[config.mk]
export PLATFORM = sky130hd
export DESIGN_NAME = cheat_code_bank_flat
export DESIGN_NICKNAME = d
export VERILOG_FILES = /design/src/rtl/cheat_pkg.sv /design/src/rtl/cheat_code_bank_if.sv /design/src/rtl/cheat_char_decoder.sv /design/src/rtl/cheat_code_bank.sv /design/src/flat_wrapper.sv
export SDC_FILE = /design/constraint.sdc
export NUM_CORES = 1
export LEC_CHECK = 0
export BUFFER_PORTS_ARGS = -buffer_cell sky130_fd_sc_hd__clkbuf_2
export CAP_MARGIN = 20
export CORE_UTILIZATION = 45
export CTS_BUF_LIST = sky130_fd_sc_hd__clkbuf_16
export CTS_CLUSTER_SIZE = 28
export DETAILED_ROUTE_END_ITERATION = 10
export GPL_TIMING_DRIVEN = 0
export PLACE_DENSITY = 0.71
export SLEW_MARGIN = 20
export SYNTH_ARGS = -nofsm -noshare
export SYNTH_HDL_FRONTEND = slang
export SYNTH_SLANG_ARGS = --single-unit
[constraint.sdc]
create_clock -name CLOCK_50 -period 5.85 [get_ports CLOCK_50]
set_clock_uncertainty 0.1 [all_clocks]
set_input_delay 1.17 -clock CLOCK_50 [delete_from_list [all_inputs] [get_ports CLOCK_50]]
set_output_delay 1.17 -clock CLOCK_50 [all_outputs]
set_load 0.02 [all_outputs]
[src/rtl/cheat_pkg.sv]
// Shared constants, table entry type and character decode for cheat_code_bank.
// CHEAT_COMPARE_EN adds a ROM compare byte to every code (7 characters per slot).
package cheat_pkg;

    localparam logic [7:0] CHAR_BLANK     = 8'h02;
    localparam logic [7:0] CHAR_DIGIT_MIN = 8'h04;
    localparam logic [7:0] CHAR_DIGIT_MAX = 8'h22;

`ifdef CHEAT_COMPARE_EN
    localparam int CODE_CHARS_CFG = 7;
`else
    localparam int CODE_CHARS_CFG = 5;
`endif

    typedef struct packed {
        logic        valid;
        logic [12:0] addr;
        logic [7:0]  data;
        logic [7:0]  cmp;
    } cheat_entry_t;

    typedef enum logic [1:0] {
        IDLE,
        SCAN,
        COMMIT
    } scan_state_t;

    // {illegal, digit}; digit = (ch >> 1) - 2, and only its low nibble matters.
    function automatic logic [4:0] decodeChar(input logic [7:0] ch);
        logic       bad;
        logic [3:0] digit;
        bad   = (ch < CHAR_DIGIT_MIN) || (ch > CHAR_DIGIT_MAX) || ch[0];
        digit = ch[4:1] - 4'd2;
        return {bad, digit};
    endfunction

endpackage

[src/rtl/cheat_code_bank_if.sv]
// Cartridge bus lookup path: the cartridge side drives address/ROM byte,
// the cheat bank answers with a registered override.
interface cheat_bus_if;
    logic [12:0] cartAddress;
    logic [7:0]  romData;
    logic        dataOverride;
    logic [7:0]  overrideData;

    modport master (
        output cartAddress, romData,
        input  dataOverride, overrideData
    );

    modport slave (
        input  cartAddress, romData,
        output dataOverride, overrideData
    );
endinterface

[src/rtl/cheat_char_decoder.sv]
// On-screen character -> blank / illegal / hex digit. Purely combinational.
module cheat_char_decoder
    import cheat_pkg::*;
(
    input  logic [7:0] ch,
    output logic       blank,
    output logic       illegal,
    output logic [3:0] digit
);
    logic [4:0] dec;

    assign dec     = decodeChar(ch);
    assign blank   = (ch == CHAR_BLANK);
    assign illegal = dec[4] && !blank;
    assign digit   = dec[3:0];
endmodule

[src/rtl/cheat_code_bank.sv]
// Multi-slot cheat bank: scans the on-screen character buffer into a patch table
// and overrides matching cartridge reads one cycle later. Option: CHEAT_COMPARE_EN.
module cheat_code_bank
    import cheat_pkg::*;
#(
    parameter int NUM_CODES  = 3,
    parameter int CODE_CHARS = CODE_CHARS_CFG,
    parameter bit RESCAN     = 1'b1
) (
    input  logic                              CLOCK_50,
    input  logic                              reset,
    input  logic                              showCheatUI,
    input  logic [NUM_CODES*CODE_CHARS*8-1:0] cheatDigits,
    cheat_bus_if.slave                        bus,
    output logic [NUM_CODES-1:0]              codeValid,
    output logic                              scanBusy
);
    localparam int TOTAL_CHARS = NUM_CODES * CODE_CHARS;
    localparam int SLOT_W      = (NUM_CODES > 1) ? $clog2(NUM_CODES) : 1;
    localparam int CHAR_W      = $clog2(CODE_CHARS);
    localparam int CIDX_W      = $clog2(TOTAL_CHARS);
    localparam int SHADOW_W    = 4 * CODE_CHARS;

    scan_state_t          state;
    logic [SLOT_W-1:0]    slotIdx;
    logic [CHAR_W-1:0]    charIdx;
    logic [SHADOW_W-1:0]  shadow;
    logic                 bad;
    logic                 showPrev;
    cheat_entry_t         tbl [NUM_CODES];
    cheat_entry_t         newEntry;

    logic [7:0]           charArr [TOTAL_CHARS];
    logic [CIDX_W-1:0]    charSel;
    logic [7:0]           curChar;
    logic                 chBlank;
    logic                 chIllegal;
    logic [3:0]           chDigit;

    logic                 startPass;
    logic                 lastChar;
    logic                 lastSlot;

    logic [NUM_CODES-1:0] slotMatch;
    logic                 hit;
    logic [7:0]           hitData;

    for (genvar k = 0; k < TOTAL_CHARS; k++) begin : g_chars
        assign charArr[k] = cheatDigits[k*8 +: 8];
    end

    assign charSel = CIDX_W'(32'(slotIdx) * CODE_CHARS + 32'(charIdx));
    assign curChar = charArr[charSel];

    cheat_char_decoder u_dec (
        .ch      (curChar),
        .blank   (chBlank),
        .illegal (chIllegal),
        .digit   (chDigit)
    );

    assign startPass = showCheatUI && (RESCAN || !showPrev);
    assign lastChar  = (charIdx == CHAR_W'(CODE_CHARS - 1));
    assign lastSlot  = (slotIdx == SLOT_W'(NUM_CODES - 1));

    // Shadow holds d0 in its top nibble once all characters have shifted in.
    always_comb begin
        newEntry       = '0;
        newEntry.valid = !bad;
        newEntry.addr  = {1'b1, shadow[SHADOW_W-1 -: 12]};
        newEntry.data  = shadow[SHADOW_W-13 -: 8];
`ifdef CHEAT_COMPARE_EN
        newEntry.cmp   = shadow[SHADOW_W-21 -: 8];
`endif
    end

    always_ff @(posedge CLOCK_50) begin
        if (reset) begin
            state    <= IDLE;
            slotIdx  <= '0;
            charIdx  <= '0;
            shadow   <= '0;
            bad      <= 1'b0;
            showPrev <= 1'b0;
            scanBusy <= 1'b0;
            for (int i = 0; i < NUM_CODES; i++) tbl[i] <= '0;
        end else begin
            showPrev <= showCheatUI;
            unique case (state)
                IDLE: begin
                    if (startPass) begin
                        state    <= SCAN;
                        scanBusy <= 1'b1;
                        slotIdx  <= '0;
                        charIdx  <= '0;
                        bad      <= 1'b0;
                    end
                end
                SCAN: begin
                    // UI closed mid-slot: drop the partial slot, keep the table.
                    if (!showCheatUI) begin
                        state    <= IDLE;
                        scanBusy <= 1'b0;
                        slotIdx  <= '0;
                        charIdx  <= '0;
                        bad      <= 1'b0;
                    end else begin
                        shadow <= {shadow[SHADOW_W-5:0], chDigit};
                        bad    <= bad | chBlank | chIllegal;
                        if (lastChar) begin
                            state   <= COMMIT;
                            charIdx <= '0;
                        end else begin
                            charIdx <= charIdx + 1'b1;
                        end
                    end
                end
                COMMIT: begin
                    tbl[slotIdx] <= newEntry;
                    bad          <= 1'b0;
                    if (!showCheatUI || (lastSlot && !RESCAN)) begin
                        state    <= IDLE;
                        scanBusy <= 1'b0;
                        slotIdx  <= '0;
                    end else begin
                        state   <= SCAN;
                        slotIdx <= lastSlot ? '0 : slotIdx + 1'b1;
                    end
                end
                default: begin
                    state    <= IDLE;
                    scanBusy <= 1'b0;
                end
            endcase
        end
    end

    for (genvar s = 0; s < NUM_CODES; s++) begin : g_slot
        assign codeValid[s] = tbl[s].valid;
`ifdef CHEAT_COMPARE_EN
        assign slotMatch[s] = tbl[s].valid && (tbl[s].addr == bus.cartAddress)
                              && (tbl[s].cmp == bus.romData);
`else
        assign slotMatch[s] = tbl[s].valid && (tbl[s].addr == bus.cartAddress);
        logic unusedCmp;
        assign unusedCmp = ^tbl[s].cmp;
`endif
    end

`ifndef CHEAT_COMPARE_EN
    logic unusedRom;
    assign unusedRom = ^bus.romData;
`endif

    // Walk high to low so the lowest matching slot is the one left standing.
    always_comb begin
        hit     = 1'b0;
        hitData = '0;
        for (int i = NUM_CODES - 1; i >= 0; i--) begin
            if (slotMatch[i]) begin
                hit     = 1'b1;
                hitData = tbl[i].data;
            end
        end
    end

    // Reads the table before any same-cycle COMMIT lands.
    always_ff @(posedge CLOCK_50) begin
        if (reset) begin
            bus.dataOverride <= 1'b0;
            bus.overrideData <= '0;
        end else begin
            bus.dataOverride <= hit;
            bus.overrideData <= hitData;
        end
    end

endmodule

[src/flat_wrapper.sv]
// flat-port wrapper written by rule: the top's interface ports become plain ports
module cheat_code_bank_flat import cheat_pkg::*;
#(
    parameter int NUM_CODES  = 3,
    parameter int CODE_CHARS = CODE_CHARS_CFG,
    parameter bit RESCAN     = 1'b1
)
  (CLOCK_50, reset, showCheatUI, cheatDigits, codeValid, scanBusy, bus_cartAddress, bus_romData, bus_dataOverride, bus_overrideData);
  cheat_bus_if bus_i ();
  input  logic CLOCK_50;
  input  logic reset;
  input  logic showCheatUI;
  input  logic [NUM_CODES*CODE_CHARS*8-1:0] cheatDigits;
  output logic [NUM_CODES-1:0] codeValid;
  output logic scanBusy;
  input wire logic [$bits(bus_i.cartAddress)-1:0] bus_cartAddress;
  input wire logic [$bits(bus_i.romData)-1:0] bus_romData;
  output wire logic [$bits(bus_i.dataOverride)-1:0] bus_dataOverride;
  output wire logic [$bits(bus_i.overrideData)-1:0] bus_overrideData;
  assign bus_i.cartAddress = bus_cartAddress;
  assign bus_i.romData = bus_romData;
  assign bus_dataOverride = bus_i.dataOverride;
  assign bus_overrideData = bus_i.overrideData;
  cheat_code_bank #(.NUM_CODES(NUM_CODES), .CODE_CHARS(CODE_CHARS), .RESCAN(RESCAN)) u_core (.CLOCK_50(CLOCK_50), .reset(reset), .showCheatUI(showCheatUI), .cheatDigits(cheatDigits), .bus(bus_i), .codeValid(codeValid), .scanBusy(scanBusy));
endmodule
=== Yosys cells after proc, flatten, opt, wreduce, memory -nomap -nowiden ===
Memory sizes are Yosys's and may differ from the RTL's.
Cells that the tools add are included.

* Bits in registers: 38
* RAM bits: 66
* Input port bits: 144
* Output and inout bits: 13
* Word-level logic and storage cells: 88
* Memories: 1

{| class="wikitable"
|+ Memories
! memory !! words !! bits a word !! read ports !! clocked after Yosys merged registers in !! write ports !! line !! text
|-
| u_core.tbl || 3 || 22 || 3 || 0 || 3 || cheat_code_bank.sv:30 || <nowiki>cheat_entry_t tbl [NUM_CODES];</nowiki>
|}

* Add/sub/neg operators: 4
* Multipliers: 1
* Magnitude comparators: 3
* Eq/ne operators: 12
* Multiplexer cells: 37
* Bitwise gates (word level): 3
* Reductions and logical operators: 19

{| class="wikitable"
|+ Operator list
! operator !! count
|-
| two-way mux 8 bit || 5
|-
| equality test 13 bit || 3
|-
| binary-select mux 8 bit (select 4 bit) || 1
|-
| two-way mux 22 bit || 1
|-
| OR reduction 22 bit || 1
|-
| two-way mux 2 bit || 8
|-
| two-way mux 1 bit || 14
|-
| case mux 2 bit (3 select lines) || 2
|-
| AND reduction 2 bit || 5
|-
| two-way mux 3 bit || 3
|-
| equality test 8 x 2 -> 1 bit, second input constant || 1
|-
| > comparator 8 x 6 -> 1 bit, second input constant || 1
|-
| less-than comparator 8 x 3 -> 1 bit, second input constant || 1
|-
| inequality test 2 bit, second input constant || 3
|-
| case mux 3 bit (2 select lines) || 1
|-
| greater-or-equal comparator 5 bit, second input constant || 1
|-
| NOT 4 -> 5 bit || 1
|-
| adder 4 x 3 -> 4 bit || 1
|-
| equality test 2 bit, second input constant || 2
|-
| logical AND 1 bit || 4
|-
| multiplier 2 x 3 -> 4 bit, second input constant || 1
|-
| subtractor 4 x 2 -> 4 bit, second input constant || 1
|-
| adder 3 x 1 -> 3 bit, second input constant || 1
|-
| equality test 3 bit, second input constant || 1
|-
| other kinds (13) || 16
|}

=== Depth between registers and ports, before layout ===
Gate-level depths: netlist of run 1.

* Word-level depth: 13
* Gate-level depth with buffers: 13
* Depth with buffers taken out: 12

=== Cells and area by module ===
From an unflattened synthesis of run 1, not the netlist that was laid out.

* Cells, all modules: 506
* Area total of the unflattened synthesis: 5731.7 sq um

{| class="wikitable"
|+ Modules (own cells, without submodules)
! module !! times used !! cells each !! area an instance (sq um) !! seq. area each (sq um)
|-
| cheat_code_bank || 1 || 487 || 5609.1 || 2712.6
|-
| cheat_char_decoder || 1 || 19 || 122.6 || 0.0
|}

=== Worst setup path after synthesis of run 1 ===
Ideal clock, no wire load.

* Kind: register -> register
* From: register u_core.slotIdx[1]
* To: register u_core.bad
* Setup time: 0.079 ns
* Arrival: 2.942 ns
* Data required time: 5.671 ns
* Slack: 2.729 ns
* Cell stages (with the launch flop): 13
* Path buffers: 3
* Clock period less this slack: 3.121 ns
* Cells stage by stage: dfxtp_1 -> ha_1 -> ha_1 -> bufbuf_16 -> buf_6 -> buf_2 -> mux4_2 -> mux4_1 -> inv_1 -> ha_1 -> o211ai_1 -> xor2_1 -> a211oi_2

* Cells in the longest elaborated chain, start to end: 13
* Elaborated cells on any way between the ends: 17
* Classes of those cells: 1 x add/sub; 1 x mul; 2 x order compare; 1 x eq/ne; 5 x mux; 3 x bitwise; 4 x reduce/logical

{| class="wikitable"
|+ RTL lines
! element !! line !! text
|-
| start, declared || cheat_code_bank.sv:25 || <nowiki>logic [SLOT_W-1:0] slotIdx;</nowiki>
|-
| start signal, assigned || cheat_code_bank.sv:127 || <nowiki>slotIdx <= lastSlot ? '0 : slotIdx + 1'b1;</nowiki>
|-
| multiplier 2 x 3 -> 4 bit * || cheat_code_bank.sv:52 || <nowiki>assign charSel = CIDX_W'(32'(slotIdx) * CODE_CHARS + 32'(charIdx));</nowiki>
|-
| adder 4 x 3 -> 4 bit * || cheat_code_bank.sv:52 ||
|-
| NOT 4 -> 5 bit (not written as such) * || cheat_code_bank.sv:53 || <nowiki>assign curChar = charArr[charSel];</nowiki>
|-
| binary-select mux 8 bit (select 4 bit) * || cheat_code_bank.sv:53 ||
|-
| two-way mux 8 bit (not written as such) * (2 in series) || cheat_code_bank.sv:53 ||
|-
| less-than comparator 8 x 3 -> 1 bit or > comparator 8 x 6 -> 1 bit (tied branches) || cheat_pkg.sv:32 || <nowiki>bad = (ch < CHAR_DIGIT_MIN) || (ch > CHAR_DIGIT_MAX) || ch[0];</nowiki>
|-
| logical OR 1 bit (2 in series) || cheat_pkg.sv:32 ||
|-
| logical AND 1 bit || cheat_char_decoder.sv:14 || <nowiki>assign illegal = dec[4] && !blank;</nowiki>
|-
| OR 1 bit * || cheat_code_bank.sv:109 || <nowiki>bad <= bad | chBlank | chIllegal;</nowiki>
|-
| two-way mux 1 bit * || cheat_code_bank.sv:101 || <nowiki>if (!showCheatUI) begin</nowiki>
|-
| case mux 1 bit (3 select lines) * || cheat_code_bank.sv:89 || <nowiki>unique case (state)</nowiki>
|-
| end signal, assigned || cheat_code_bank.sv:109 ||
|-
| end, declared || cheat_code_bank.sv:28 || <nowiki>logic bad;</nowiki>
|}

Every way passes the cells marked *; elsewhere a longest branch is shown, timed or not. The select of a mux whose other input is x is not followed.
A chain may end at the register's enable or synchronous reset.

=== Worst setup path after layout of run 1 ===
Ends and elaborated chain as after synthesis.

==> results of run 1 <==
==> layout by cell type, fill, tap and decap left out, types with 4 or more instances in the layout <==
| master | n |
|---|---|
| xnor2_1 | 40 |
| nand4_1 | 10 |
| clkbuf_2 | 148 |
| a21o_1 | 4 |
| inv_1 | 9 |
| nor3_1 | 7 |
| and2_1 | 60 |
| edfxtp_1 | 63 |
| a222oi_1 | 8 |
| a21oi_1 | 25 |
| ha_1 | 11 |
| nor2_1 | 22 |
| nor3b_1 | 4 |
| nand2b_1 | 4 |
| o21ai_0 | 11 |
| nor4_1 | 10 |
| mux4_1 | 13 |
| nor4b_1 | 6 |
| nand3_1 | 4 |
| nor2b_1 | 5 |
| buf_2 | 4 |
| dfxtp_1 | 41 |
| clkbuf_16 | 9 |
| mux2i_1 | 8 |
| clkbuf_1 | 17 |
| mux4_2 | 5 |
| nand2_1 | 46 |
==> cells in the mapped netlist, types with 4 or more instances <==
library cell and number:
inv_1 9, mux4_1 13, mux2i_1 8, nor2b_1 5, o21ai_0 11, and2_1 60
nor3_1 7, edfxtp_1 63, mux4_2 5, ha_1 11, nand2_1 46, buf_2 4
nand3_1 4, a21o_1 4, a222oi_1 8, nor3b_1 4, nand2b_1 4, a21oi_1 25
nor2_1 22, nor4b_1 6, clkbuf_1 17, nand4_1 10, dfxtp_1 41, nor4_1 10
xnor2_1 40
==> per-stage QoR <==
| stage | worst slack [ns] | area, µm² | instances |
|---|---|---|---|
| floorplan | 2.73 | 5480 | 475 |
| global placement | 2.35 | 6400 | 766 |
| detailed placement | 2.33 | 6400 | 766 |
| CTS | 2.31 | 6720 | 782 |
| global route | 2.15 | 6720 | 782 |
| finish | 2.31 | 6720 | 782 |
==> metal layers <==
metal / vias to the layer above / global-route usage / routed length, µm / part of all wire
met4: 0 / 0.103 / 374 / 0.027
li1: 2054 / - / - / -
met1: 2045 / 0.246 / 5440 / 0.40
met5: - / 0 / 0 / 0
met2: 169 / 0.426 / 7280 / 0.53
met3: 26 / 0.0319 / 649 / 0.047
==> logic make-up after synthesis <==
group	Yosys count	synth area share
mux	27	0.0996
simple gates	188	0.189
compound gates	63	0.0745
fa+ha+maj	12	0.0288
flops	104	0.495
buf+inv	39	0.0427
xor+xnor	42	0.0699
==> how the worst max path moves through the flow <==
stage | end | slack [ns] | depth (start not counted)
final | u_core.bad$_SDFFE_PP0P_ | 2.31 | 12
after global routing | u_core.bad$_SDFFE_PP0P_ | 2.15 | 12
after CTS | u_core.bad$_SDFFE_PP0P_ | 2.31 | 12
after detailed placement | u_core.bad$_SDFFE_PP0P_ | 2.33 | 12
after global placement | u_core.bad$_SDFFE_PP0P_ | 2.35 | 12
after floorplan | u_core.bad$_SDFFE_PP0P_ | 2.73 | 12
==> critical path: cells and delay by family, from the launching register on <==
family	cells	cell delay (ns)
flops	1	0.48
compound gates	2	0.31
mux	2	0.88
buf+inv	4	0.74
xor+xnor	1	0.18
fa+ha+maj	3	0.75
==> sequential cells by signal, indices dropped and copies added (netlist names) <==
register / flops
u_core.bad: 1
u_core.bus.dataOverride: 1
u_core.bus.overrideData: 8
u_core.charIdx: 3
u_core.scanBusy: 1
u_core.shadow: 20
u_core.slotIdx: 2
u_core.state: 2
u_core.tbl: 66
==> power groups by stage <==
| stage | Combinational [mW] | Sequential [mW] | Clock [mW] |
|---|---|---|---|
| 5_1_grt | 0.206 | 0.812 | 0.683 |
| 3_5_place_dp | 0.190 | 0.826 | 0 |
| 2_1_floorplan | 0.106 | 0.823 | 0 |
| 4_1_cts | 0.191 | 0.810 | 0.658 |
| 3_3_place_gp | 0.186 | 0.825 | 0 |
| 6_report | 0.190 | 0.810 | 0.655 |
==> layout make-up <==
type | instances | area (µm²) | share of cell area
flip-flops and latches | 104 | 2710 | 0.403
multi-input cells | 332 | 2530 | 0.376
repair buffers | 148 | 741 | 0.110
clock buffers | 9 | 225 | 0.0335
plain buffers | 30 | 200 | 0.0298
well taps | 143 | 179 | 0.0266
clock inverters | 7 | 103 | 0.0153
inverters | 9 | 33.8 | 0.00502
==> results.py, run 1 <==
metrics = {
    "sta": {
        "worstMarginPinSlew_ns": 0.617,
        "finalHoldWorstSlack_ns": 0.378,
        "rsz0062_at_grt": "false",
        "setup_violations": 0,
        "hold_viol": 0,
        "period_minus_slack_ns": 3.54,
        "finalCritPeriodShare": 0.605,
        "slew_violations": 0,
        "slew_headroom": 0.589,
        "max_freq_mhz": 283,
        "setup_tns_ns": 0,
    },
    "synth": {
        "yosys.area.top_type_share": 0.345,
        "ys.flop_type": "edfxtp_1",
        "synth.avg_cell_area_um2": 11.5,
        "synth_largest_area_cell": "edfxtp_1",
        "synth_cell_types": 51,
        "yosysWarningCount": 0,
        "seq_area_frac_synth": 0.495,
        "synthTopCellsByArea": "edfxtp_1 35%, dfxtp_1 15%, and2_1 6.9%",
        "syn-num-nets": 631,
        "synth_edf_count": 63,
        "synth_seq_cells": 104,
        "syn_inst": 475,
        "async_flop_share": 0,
        "syn-cell-area_um2": 5480,
    },
    "placed_design": {
        "gp_congestion": 0.874,
        "io_buffers": 148,
        "post-dp-hpwl_um": 10400,
    },
    "floorplanning": {
        "start_util": 0.472,
        "die_w_um": 112,
        "fp.coreArea_um2": 11600,
        "die_h_um": 112,
        "rows": 39,
        "dieArea_um2": 12600,
        "ios": 157,
    },
    "power": {
        "ir_drop_v": 0.000150,
        "power_switching_mw": 0.385,
        "leakagePower_nw": 2.67,
        "p_sw_frac": 0.233,
        "sequentialPowerShare": 0.489,
        "p_clk_frac": 0.396,
        "powerDensity_nw_per_um2": 246,
        "p_comb_frac": 0.115,
        "p_int_mw": 1.27,
        "power.total_mw": 1.65,
    },
    "route": {
        "drtPass1Iterations": 9,
        "drt_iter0_drc": 319,
        "drt-total-wl_um": 13700,
        "vias": 4294,
        "drc": 6,
        "vias_per_cell": 5.49,
        "drtAntennaViolNets": 0,
        "wire_per_inst_um": 17.6,
    },
    "cts": {
        "clkTransAtPathRegs_ns": 0.07,
        "h-tree-depth": 3,
        "cts_resized": 0,
        "cts_root_buf": "clkbuf_16",
        "cts_made_buffers": 9,
        "clock_path_buffers": 2,
        "post_cts_buffers": 0,
        "cts_tree": "yes",
        "cts.sinks": 104,
        "insertion_delay_ns": 0.35,
        "cts.hold.buffers_added": 0,
    },
    "worst_setup_path": {
        "cp-startpoint": "u_core.slotIdx[1]$_SDFFE_PP0P_",
        "critical_path_class": "reg2reg",
        "reg2reg_to": "u_core.bad$_SDFFE_PP0P_",
        "crit_top_cell": "ha_1",
        "end_kind": "register",
        "cp_max_fo": 10,
        "r2r_cells": 12,
        "path_cells": "ha_1, ha_1, bufbuf_16, buf_6, buf_2, mux4_1, mux4_1, inv_1, ha_1, o211ai_1, xor2_1, a211oi_2",
        "start_kind": "register",
        "cp.required_ns": 6.02,
        "crit_slowest_cell": "mux4_1",
        "r2r_setup_slack_ns": 2.31,
        "critPathMaxStageDelay_ns": 0.49,
        "regToRegStartpoint": "u_core.slotIdx[1]$_SDFFE_PP0P_",
        "arrival_ns": 3.71,
    },
    "layout": {
        "synthToLayoutAreaGrowth_pct": 22.8,
        "fin_nets": 790,
        "drive_gt1_frac": 0.299,
        "num-fill-cells": 996,
        "diodes": 0,
        "utilization": 0.579,
    },
    "global_routing": {
        "grt_overflow_total": 0,
        "grt_pass1_vias": 4366,
        "grt_max_degree": 22,
        "grt_usage": 0.224,
        "grt_first_pass_wirelength_um": 21500,
        "antenna_found_initial": 0,
    },
    "hold_path": {
        "hp-class": "reg2reg",
        "holdPathStages": 1,
        "worstHoldEndpoint": "u_core.tbl[0][20]$_SDFFE_PP1P_",
        "min_from": "u_core.tbl[0][20]$_SDFFE_PP1P_",
    },
    "status": {
        "violations": "DRC",
        "status": "finished, violations left",
    },
    "run": {
        "max_cap_viol_count": 0,
    },
}
Power figures use the tool's default switching activity.
==> run 2: changes to the inputs <==
--- a/config.mk
+++ b/config.mk
@@ -5,6 +5,7 @@
 export SDC_FILE = /design/constraint.sdc
 export NUM_CORES = 1
 export LEC_CHECK = 0
+export ABC_AREA = 1
 export BUFFER_PORTS_ARGS = -buffer_cell sky130_fd_sc_hd__clkbuf_2
 export CAP_MARGIN = 20
 export CORE_UTILIZATION = 45
@@ -12,7 +13,7 @@
 export CTS_CLUSTER_SIZE = 28
 export DETAILED_ROUTE_END_ITERATION = 10
 export GPL_TIMING_DRIVEN = 0
-export PLACE_DENSITY = 0.71
+export PLACE_DENSITY = 0.7
 export SLEW_MARGIN = 20
 export SYNTH_ARGS = -nofsm -noshare
 export SYNTH_HDL_FRONTEND = slang
==> constraint.sdc (replaced) <==
create_clock -name CLOCK_50 -period 3.3 [get_ports CLOCK_50]
set_clock_uncertainty 0.1 [all_clocks]
set_input_delay 0.66 -clock CLOCK_50 [delete_from_list [all_inputs] [get_ports CLOCK_50]]
set_output_delay 0.66 -clock CLOCK_50 [all_outputs]
set_load 0.02 [all_outputs]
==> run 2 against run 1 <==
Net effect: area after synthesis is 2.4% higher; first-iteration DRC count is 26% higher; the run now ends clean; highest routed layer unchanged; count of clock-buffer cells in the layout stayed put; worst hold slack better by 0.0071 ns; die area is 2.3% higher; fmax is 17% higher; clock power is 65% higher; sequential cell count stayed put; largest power group unchanged; worst setup slack worse by 2.0 ns.
==> results.py, run 2 <==
metrics = {
    "route": {
        "drtAntennaViolNets": 0,
        "vias_per_cell": 5.14,
        "wire_per_inst_um": 14.6,
        "drc": 0,
        "drt_iter0_drc": 402,
        "vias": 5454,
        "drtPass1Iterations": 6,
        "m1WireLength_um": 6230,
        "wl_met3_um": 827,
        "top_layer": "met4",
        "drt-total-wl_um": 15400,
        "wl_met2_um": 7880,
    },
    "worst_setup_path": {
        "crit_slowest_cell": "fa_1",
        "critPathBufInv": 4,
        "crit_family": "adder cells",
        "start_kind": "register",
        "end_kind": "register",
        "critPathMaxStageDelay_ns": 0.64,
        "r2r_setup_slack_ns": 0.28,
        "critical_path_class": "reg2reg",
        "arrival_ns": 3.20,
        "cp_max_fo": 10,
        "cp.required_ns": 3.48,
        "path_cells": "ha_1, ha_1, inv_1, fa_1, clkbuf_2, o221ai_1, nand3_1, nand2_1, inv_1, ha_1, inv_1, nor2_1, nand2_1, nand3_1, nand2_1, a21oi_1",
    },
    "placed_design": {
        "gp_congestion": 0.884,
        "io_buffers": 147,
        "place_area_um2": 6550,
        "place_inst": 1044,
        "post-dp-hpwl_um": 11800,
    },
    "sta": {
        "worstMarginPinSlew_ns": 1.03,
        "hold_viol": 0,
        "max_freq_mhz": 331,
        "finalCritPeriodShare": 0.916,
        "period_minus_slack_ns": 3.02,
        "rsz0062_at_grt": "false",
        "slew_headroom": 0.313,
        "slew_violations": 0,
        "setup_violations": 0,
    },
    "layout": {
        "synthToLayoutAreaGrowth_pct": 22.4,
        "largest_reg_flops": 66,
        "final_cell_mix": "154 x nor2_1, 148 x clkbuf_2, 137 x nand2_1",
        "fin_nets": 1043,
        "layout_commonest_cell": "nor2_1",
        "reg_top3": "u_core.tbl: 66 flops, u_core.shadow: 20 flops, u_core.bus.overrideData: 8 flops",
        "design_area_um2": 6860,
        "drive_gt1_frac": 0.223,
        "layout.cells.non_filler": 1061,
        "regMostFlops": "u_core.tbl",
    },
    "floorplanning": {
        "rows": 40,
        "ios": 157,
        "die_w_um": 114,
        "die_h_um": 114,
        "fp.coreArea_um2": 12100,
        "start_util": 0.465,
        "dieArea_um2": 12900,
    },
    "synth": {
        "seq_area_frac_synth": 0.484,
        "synthTopCellsByArea": "edfxtp_1 34%, dfxtp_1 15%, nor2_1 10%",
        "synth.top_cells.by_count": "154 x nor2_1, 137 x nand2_1, 68 x nand3_1",
        "yosysWarningCount": 0,
        "synth.avg_cell_area_um2": 7.69,
        "syn-num-nets": 885,
        "synth_cell_types": 38,
        "synth_seq_cells": 104,
        "ys.flop_type": "edfxtp_1",
        "async_flop_share": 0,
        "syn-cell-area_um2": 5610,
        "synth_edf_count": 63,
        "syn_inst": 729,
        "synth_largest_area_cell": "edfxtp_1",
        "yosys.area.top_type_share": 0.337,
        "yosysMostFrequentCell": "nor2_1",
    },
    "power": {
        "ir_drop_v": 0.000305,
        "powerDensity_nw_per_um2": 463,
        "leakagePower_nw": 3.08,
    },
    "cts": {
        "cts.hold.buffers_added": 0,
        "cts_tree": "yes",
        "cts.sinks": 104,
        "h-tree-depth": 3,
        "insertion_delay_ns": 0.35,
        "clkTransAtPathRegs_ns": 0.07,
        "clock_path_buffers": 2,
        "cts_made_buffers": 9,
        "cts_root_buf": "clkbuf_16",
    },
    "global_routing": {
        "antenna_found_initial": 1,
        "grt_overflow_total": 0,
        "grt_pass1_vias": 5366,
        "grt_usage": 0.251,
        "grt_first_pass_wirelength_um": 25100,
        "grt_max_degree": 22,
    },
    "run": {
        "max_cap_viol_count": 0,
    },
    "hold_path": {
        "hp-class": "reg2reg",
    },
    "status": {
        "status": "complete, no violations",
    },
}
-- run 2: kinds of logic after synthesis --
family                     share of synthesized area
AOI/OAI and AO/OA                              0.117
DFF                                            0.484
buffers and inverters                         0.0790
xor gates and xnor gates                      0.0156
and+or+nand+nor                                0.276
adders and majority gates                     0.0281
-- run 2: worst min-delay path, delay by kind of cell (launching register included) --
kind             cells  cell delay (ns)
AND/OR/NAND/NOR      2             0.11
flip-flops           1             0.33
-- run 2: path summary, 6_finish.rpt --
path / startpoint / to / cells past startpoint
worst max-delay path: u_core.slotIdx[1]$_SDFFE_PP0P_ / u_core.bad$_SDFFE_PP0P_ / 16
worst min-delay path: u_core.tbl[2][20]$_SDFFE_PP1P_ / u_core.tbl[2][20]$_SDFFE_PP1P_ / 2
worst max register to register: u_core.slotIdx[1]$_SDFFE_PP0P_ / u_core.bad$_SDFFE_PP0P_ / 16
worst min register to register: u_core.tbl[2][20]$_SDFFE_PP1P_ / u_core.tbl[2][20]$_SDFFE_PP1P_ / 2
-- run 2: metal layers --
layer	track usage	up-vias
met3	0.0298	30
met4	0.111	0
met5	0	-
met1	0.289	2508
met2	0.467	199
li1	-	2717
-- run 2: through the flow --
stage	setup TNS (ns)	setup WS [ns]	hold WS (ns)	util	total power, mW
final	0	0.279	0.385	0.569	3.18
after global routing	0	0.0146	0.420	0.569	3.33
after CTS	0	0.0855	0.389	0.569	3.18
after detailed placement	-4.15	-0.165	0.375	0.543	2.12
after global placement	-1.96	-0.0947	0.355	0.543	2.11
after floorplan	0	0.644	0.343	-	1.89
-- run 2: area by class of cell --
type / count / area (µm²)
antenna: 1 / 2.50
buffer: 29 / 140
clock buffer: 9 / 225
clock inverter: 7 / 81.3
fill: 1218 / 5200
inverter: 81 / 304
multi-input combinational: 515 / 2450
sequential: 104 / 2710
tap: 168 / 210
timing repair buffer: 147 / 736
-- run 2: repair_timing --
item | CTS | global route
endpoints found under the setup margin | 0 | 2
setup buffers | 0 | 0
gates resized for setup | 0 | 2
-- run 2: report_power, final --
part	internal, mW	switching, mW	total (mW)	leakage, nW
logic	0.224	0.387	0.611	1.95
clock network	0.596	0.488	1.08	0.140
registers	1.44	0.0382	1.48	0.984
